## src/rtl/mem_access_pkg.sv

```systemverilog
// mem_access_pkg: shared types and constants for the data-memory access
// controller (mem_access_ctrl) and its alignment checker (align_check).
//   state_e      : controller FSM state encoding
//   W_BYTE/HALF/WORD : req_width / ram_width access-size codes (2 is illegal)
//   EXC_ADEL_DEF / EXC_ADES_DEF : default load / store address-error codes
package mem_access_pkg;

  typedef enum logic [1:0] {
    S_IDLE   = 2'd0,
    S_ACCESS = 2'd1,
    S_RDATA  = 2'd2,
    S_RESP   = 2'd3
  } state_e;

  localparam logic [1:0] W_BYTE = 2'd0;
  localparam logic [1:0] W_HALF = 2'd1;
  localparam logic [1:0] W_WORD = 2'd3;

  localparam logic [4:0] EXC_ADEL_DEF = 5'd4;
  localparam logic [4:0] EXC_ADES_DEF = 5'd5;

endpackage

```

## src/rtl/mem_access_ctrl_align_check.sv

```systemverilog
// align_check: combinational natural-alignment check for a memory access.
// Ports:
//   addr  [1:0] in  : low two bits of the byte address
//   width [1:0] in  : access size code (W_BYTE / W_HALF / W_WORD; 2 is illegal)
//   mis         out : 1 when the width code is illegal or the address is not
//                     aligned to the access size
module align_check
  import mem_access_pkg::*;
(
  input  logic [1:0] addr,
  input  logic [1:0] width,
  output logic       mis
);

  logic width_bad;

  always_comb begin
    width_bad = (width != W_BYTE) && (width != W_HALF) && (width != W_WORD);
    // The size codes double as alignment masks: half checks bit 0, word
    // checks bits 1:0, byte checks nothing.
    mis = width_bad | ((width & addr) != 2'b00);
  end

endmodule

```

## src/rtl/mem_access_ctrl.sv

```systemverilog
// mem_access_ctrl: single-outstanding load/store controller between a
// valid/ready request port and a byte-addressed data RAM (1-cycle read
// latency). Flags misaligned / illegal-width accesses and RAM errors as
// address-error exceptions and reports each completion for one cycle.
//
// Parameters:
//   EXC_ADEL : exception code reported for a faulting load
//   EXC_ADES : exception code reported for a faulting store
// Ports:
//   clk, rst_n            : clock, synchronous active-low reset
//   req_valid / req_ready : request handshake (ready only in IDLE)
//   req_we, req_width, req_sign, req_addr, req_wdata : request fields
//   rsp_valid, rsp_rdata, rsp_exc, rsp_exccode       : completion report
//   ram_addr, ram_wea, ram_width, ram_sign, ram_din  : RAM command (from
//                                                      latched request)
//   ram_dout, ram_err     : RAM read data (next cycle) and error flag
//   badvaddr              : faulting address register, present only when
//                           MEM_ACCESS_BADVADDR_EN is defined
module mem_access_ctrl
  import mem_access_pkg::*;
#(
  parameter logic [4:0] EXC_ADEL = EXC_ADEL_DEF,
  parameter logic [4:0] EXC_ADES = EXC_ADES_DEF
) (
  input  logic        clk,
  input  logic        rst_n,
  input  logic        req_valid,
  output logic        req_ready,
  input  logic        req_we,
  input  logic [1:0]  req_width,
  input  logic        req_sign,
  input  logic [31:0] req_addr,
  input  logic [31:0] req_wdata,
  output logic        rsp_valid,
  output logic [31:0] rsp_rdata,
  output logic        rsp_exc,
  output logic [4:0]  rsp_exccode,
  output logic [31:0] ram_addr,
  output logic        ram_wea,
  output logic [1:0]  ram_width,
  output logic        ram_sign,
  output logic [31:0] ram_din,
  input  logic [31:0] ram_dout,
  input  logic        ram_err
`ifdef MEM_ACCESS_BADVADDR_EN
  ,
  output logic [31:0] badvaddr
`endif
);

  state_e      state_q, state_d;
  logic        we_q, we_d;
  logic [1:0]  width_q, width_d;
  logic        sign_q, sign_d;
  logic [31:0] addr_q, addr_d;
  logic [31:0] wdata_q, wdata_d;
  logic [31:0] rsp_rdata_q, rsp_rdata_d;
  logic        rsp_exc_q, rsp_exc_d;
  logic [4:0]  rsp_exccode_q, rsp_exccode_d;
`ifdef MEM_ACCESS_BADVADDR_EN
  logic [31:0] badvaddr_q, badvaddr_d;
`endif

  logic mis;
  logic exc;

  align_check u_align_check (
    .addr  (addr_q[1:0]),
    .width (width_q),
    .mis   (mis)
  );

  assign exc = mis | ram_err;

  // State register
  always_ff @(posedge clk) begin
    if (!rst_n) begin
      state_q       <= S_IDLE;
      we_q          <= 1'b0;
      width_q       <= '0;
      sign_q        <= 1'b0;
      addr_q        <= '0;
      wdata_q       <= '0;
      rsp_rdata_q   <= '0;
      rsp_exc_q     <= 1'b0;
      rsp_exccode_q <= '0;
`ifdef MEM_ACCESS_BADVADDR_EN
      badvaddr_q    <= '0;
`endif
    end else begin
      state_q       <= state_d;
      we_q          <= we_d;
      width_q       <= width_d;
      sign_q        <= sign_d;
      addr_q        <= addr_d;
      wdata_q       <= wdata_d;
      rsp_rdata_q   <= rsp_rdata_d;
      rsp_exc_q     <= rsp_exc_d;
      rsp_exccode_q <= rsp_exccode_d;
`ifdef MEM_ACCESS_BADVADDR_EN
      badvaddr_q    <= badvaddr_d;
`endif
    end
  end

  // Next-state and datapath. The response fields are only written on the
  // transition into RESP, so they stay stable through ACCESS and RDATA.
  always_comb begin
    state_d       = state_q;
    we_d          = we_q;
    width_d       = width_q;
    sign_d        = sign_q;
    addr_d        = addr_q;
    wdata_d       = wdata_q;
    rsp_rdata_d   = rsp_rdata_q;
    rsp_exc_d     = rsp_exc_q;
    rsp_exccode_d = rsp_exccode_q;
`ifdef MEM_ACCESS_BADVADDR_EN
    badvaddr_d    = badvaddr_q;
`endif

    unique case (state_q)
      S_IDLE: begin
        if (req_valid) begin
          we_d    = req_we;
          width_d = req_width;
          sign_d  = req_sign;
          addr_d  = req_addr;
          wdata_d = req_wdata;
          state_d = S_ACCESS;
        end
      end

      S_ACCESS: begin
        if (we_q || exc) begin
          rsp_rdata_d   = '0;
          rsp_exc_d     = exc;
          rsp_exccode_d = exc ? (we_q ? EXC_ADES : EXC_ADEL) : 5'd0;
`ifdef MEM_ACCESS_BADVADDR_EN
          if (exc) begin
            badvaddr_d = addr_q;
          end
`endif
          state_d = S_RESP;
        end else begin
          state_d = S_RDATA;
        end
      end

      S_RDATA: begin
        rsp_rdata_d   = ram_dout;
        rsp_exc_d     = 1'b0;
        rsp_exccode_d = 5'd0;
        state_d       = S_RESP;
      end

      S_RESP: begin
        state_d = S_IDLE;
      end

      default: begin
        state_d = S_IDLE;
      end
    endcase
  end

  // Outputs. Gating with rst_n keeps a store aborted by reset in ACCESS
  // from committing at the reset edge.
  always_comb begin
    req_ready = rst_n && (state_q == S_IDLE);
    rsp_valid = (state_q == S_RESP);
    ram_wea   = rst_n && (state_q == S_ACCESS) && we_q && !mis;
  end

  assign ram_addr    = addr_q;
  assign ram_width   = width_q;
  assign ram_sign    = sign_q;
  assign ram_din     = wdata_q;
  assign rsp_rdata   = rsp_rdata_q;
  assign rsp_exc     = rsp_exc_q;
  assign rsp_exccode = rsp_exccode_q;
`ifdef MEM_ACCESS_BADVADDR_EN
  assign badvaddr    = badvaddr_q;
`endif

endmodule

```

## config.mk

```make
export PLATFORM = sky130hd
export DESIGN_NAME = mem_access_ctrl
export DESIGN_NICKNAME = d
export VERILOG_FILES = /design/src/rtl/mem_access_pkg.sv /design/src/rtl/mem_access_ctrl_align_check.sv /design/src/rtl/mem_access_ctrl.sv
export SDC_FILE = /design/constraint.sdc
export NUM_CORES = 1
export LEC_CHECK = 0
export BUFFER_PORTS_ARGS = -buffer_cell sky130_fd_sc_hd__clkbuf_2
export CAP_MARGIN = 20
export CELL_PAD_IN_SITES_DETAIL_PLACEMENT = 0
export CELL_PAD_IN_SITES_GLOBAL_PLACEMENT = 1
export CORE_AREA = 2 2 90 156
export DETAILED_ROUTE_END_ITERATION = 6
export DIE_AREA = 0 0 92 158
export PLACE_DENSITY_LB_ADDON = 0.1
export REMOVE_ABC_BUFFERS = 1
export SYNTH_ARGS = -nofsm -noshare
export SYNTH_HDL_FRONTEND = slang
export SYNTH_SLANG_ARGS = --single-unit
```

## constraint.sdc

```tcl
create_clock -name clk -period 2.3 [get_ports clk]
set_input_delay 0 -clock clk [delete_from_list [all_inputs] [get_ports clk]]
set_output_delay 0 -clock clk [all_outputs]
set_load 0.01 [all_outputs]
```

==> flow_summary.json <==
{
  "outcome": "completed",
  "yosysTopAreaCell": "dfxtp_1",
  "drv_slew": 0,
  "ys_async_sr_fraction_pct": 0,
  "io_pins": 212,
  "r2r-end": "ram_addr[24]",
  "die_w_um": 92,
  "powerDensity_mw_per_mm2": 892.2,
  "grtUsageTotal_pct": 16.79,
  "clock.fmax_ghz": 0.6018,
  "rsz0062_at_grt": "no",
  "die_area_sq_mm": 0.01454,
  "final.period_utilization_pct": 72.25,
  "antenna_found_initial": 0,
  "combPwrFrac_pct": 33.3,
  "r2r-start": "state_q[0]",
  "synth_seq_cells": 104,
  "syn_avg_cell_area_sq_um": 8.557,
  "cap_violations": 0,
  "synth_top_area_share_pct": 50.17,
  "critPathLaunch": "state_q[0]",
  "clk_latency_ns": 0.34,
  "start_util_pct": 31.17,
  "clock_skew_ns": 0.006031,
  "synthFlopType": "dfxtp_1",
  "worst_pin_slew_ns": 0.5596,
  "sequentialPowerShare_pct": 38.9,
  "synth_cell_types": 29,
  "grt_pass1_vias": 4163,
  "antenna_cells": 0,
  "syn_to_final_growth_pct": 59.21,
  "netlist_instances": 485,
  "critPathMaxFanout": 43,
  "grt_pass1_wl_um": 19830,
  "rows": 56,
  "crit_end": "ram_addr[24]",
  "ant_nets": 0,
  "cts-root-buf": "clkbuf_16",
  "gp_congestion": 0.7304,
  "ys_seq_area_share_pct": 50.17,
  "synth_most_common_cell": "nand2_1",
  "cp-start-kind": "flop",
  "arrival_ns": 1.92,
  "cts_setup_buffers": 0,
  "end_kind": "flop",
  "min_period_ns": 1.662,
  "io_buffers": 208,
  "netlist_top_cells_area": "dfxtp_1 50%, a21boi_0 13%, nand2_1 13%",
  "clock_path_buffers": 2,
  "die_h_um": 158,
  "slew_headroom_pct": 62.69,
  "htreeDepth": 3,
  "p_leak_nw": 2.913,
  "synthTopCellsByCount": "139 x nand2_1, 104 x dfxtp_1, 71 x a21boi_0",
  "worst_slack_ns": 0.6382,
  "ys_warn_count": 0,
  "dp_slack_ns": 0.6679,
  "setup_viol": 0,
  "vdd_drop_max_mv": 0.3942,
  "netlist_area_sq_mm": 0.004150,
  "cts_inserted_buffers": 9,
  "grt_max_degree": 69,
  "p_int_w": 0.003862,
  "wl_um": 12400,
  "routedWlPerCell_um": 13.06,
  "post_drt_via_cell_ratio": 4.489,
  "whs_ns": 0.07162,
  "min_path_type": "in -> reg",
  "p_clk_share_pct": 27.8,
  "drive_above_1_share_pct": 30.58,
  "nets": 880,
  "critPathRequiredTime_ns": 2.55,
  "p_sw_w": 0.002033,
  "core_region_area_sq_mm": 0.01331,
  "drt_first_pass_iters": 4,
  "grt-ovfl-total": 0,
  "post-dp-hpwl_um": 8226,
  "cts_sinks": 104,
  "drt_iter0_drc": 140,
  "critPathKind": "reg -> reg",
  "rrSetupSlack_ns": 0.64,
  "cts_tree": "done",
  "swShare_pct": 34.49,
  "hold_viol": 0,
  "vias": 4260,
  "rr_worst_depth": 6,
  "route.detailed.drc": 0,
  "clk_pin_slew_ns": 0.07,
  "synth_edf_count": 0,
  "setup_tns_ns": 0,
  "fillCellCount": 1289
}
-- critical path, stage by stage, from the launching register on --
cell      delay, ns
dfxtp_1        0.41
inv_1          0.11
ha_1           0.25
nand2_2        0.08
buf_4          0.40
nand2_1        0.12
a21boi_0       0.21
-- layout by cell type (no fill, tap or decap), types with 2 or more instances in the layout --
cell / n
bufinv_16: 2
conb_1: 3
nand3_1: 32
buf_4: 7
dlygate4sd3_1: 100
dfxtp_1: 104
o21ai_0: 35
ha_1: 5
a21oi_1: 2
nand2b_1: 2
clkbuf_16: 9
nor2b_1: 2
a21boi_1: 30
a21boi_0: 71
o21a_1: 3
inv_1: 3
nand2_1: 138
clkbuf_2: 208
-- what timing repair did --
action                    in CTS  in global routing
hold endpoints to repair     100                  0
gates resized for setup        0                  0
hold buffers                 100                  0
-- power by group through the flow --
stage | Combinational [W] | Sequential [W] | Clock [W]
3_5_place_dp | 0.00186 | 0.00234 | 0
2_1_floorplan | 0.000883 | 0.00245 | 0
5_1_grt | 0.00221 | 0.00234 | 0.00178
3_3_place_gp | 0.00183 | 0.00232 | 0
4_1_cts | 0.00200 | 0.00230 | 0.00170
6_report | 0.00196 | 0.00230 | 0.00164
-- area by class of cell --
| class | instances | area [sq um] | share of cell area (%) |
|---|---|---|---|
| multi-input cells | 337 | 1862 | 28.18 |
| clock inverters | 5 | 81.33 | 1.231 |
| well taps | 174 | 217.7 | 3.295 |
| flip-flops and latches | 104 | 2082 | 31.51 |
| clock buffers | 10 | 239.0 | 3.617 |
| inverters | 3 | 11.26 | 0.1704 |
| repair buffers | 316 | 2115 | 32.00 |
-- flip-flops by register name, summed over array words and instances, names as in the netlist --
name and cells:
ram_addr 32, ram_din 32, ram_sign 1, ram_width 2, rsp_exccode 2, rsp_rdata 32, state_q 2, we_q 1
-- how the worst min path moves through the flow --
stage | from | end | slack, ns | depth (start not counted)
floorplan | rst_n | rsp_exccode[2] | 0.12 | 1
global placement | req_addr[20] | ram_addr[20] | 0.23 | 3
detailed placement | req_wdata[29] | ram_din[29] | 0.24 | 3
CTS | ram_err | state_q[0] | 0.07 | 5
global route | ram_err | state_q[0] | 0.13 | 5
finish | ram_err | state_q[0] | 0.07 | 5
-- through the flow --
stage / total power, W / area, sq um / utilization (%) / std cells
final: 0.005895 / 6608 / 49.63 / 949
after global routing: 0.006329 / 6608 / 49.63 / 949
after floorplan: 0.003337 / 3949 / - / 444
after global placement: 0.004155 / 5286 / 39.71 / 834
after CTS: 0.006000 / 6608 / 49.63 / 949
after detailed placement: 0.004203 / 5286 / 39.71 / 834
-- metal layers --
layer / track usage (%) / share of wire, % / vias to the layer above
li1: - / - / 2175
met1: 19.44 / 41 / 1923
met2: 30.01 / 52 / 144
met3: 3.617 / 5.7 / 18
met4: 6.610 / 2.1 / 0
met5: 0 / 0 / -
-- cells by family after synthesis --
kind of cell    count (synthesis)  share of synthesized area [%]
fa+ha+maj                       5                          1.507
simple gates                  183                          18.18
buf+inv                        46                          5.306
mux                             1                         0.2412
other cells                     1                        0.09036
flops                         104                          50.17
compound gates                145                          24.51
Power figures use the tool's default switching activity.
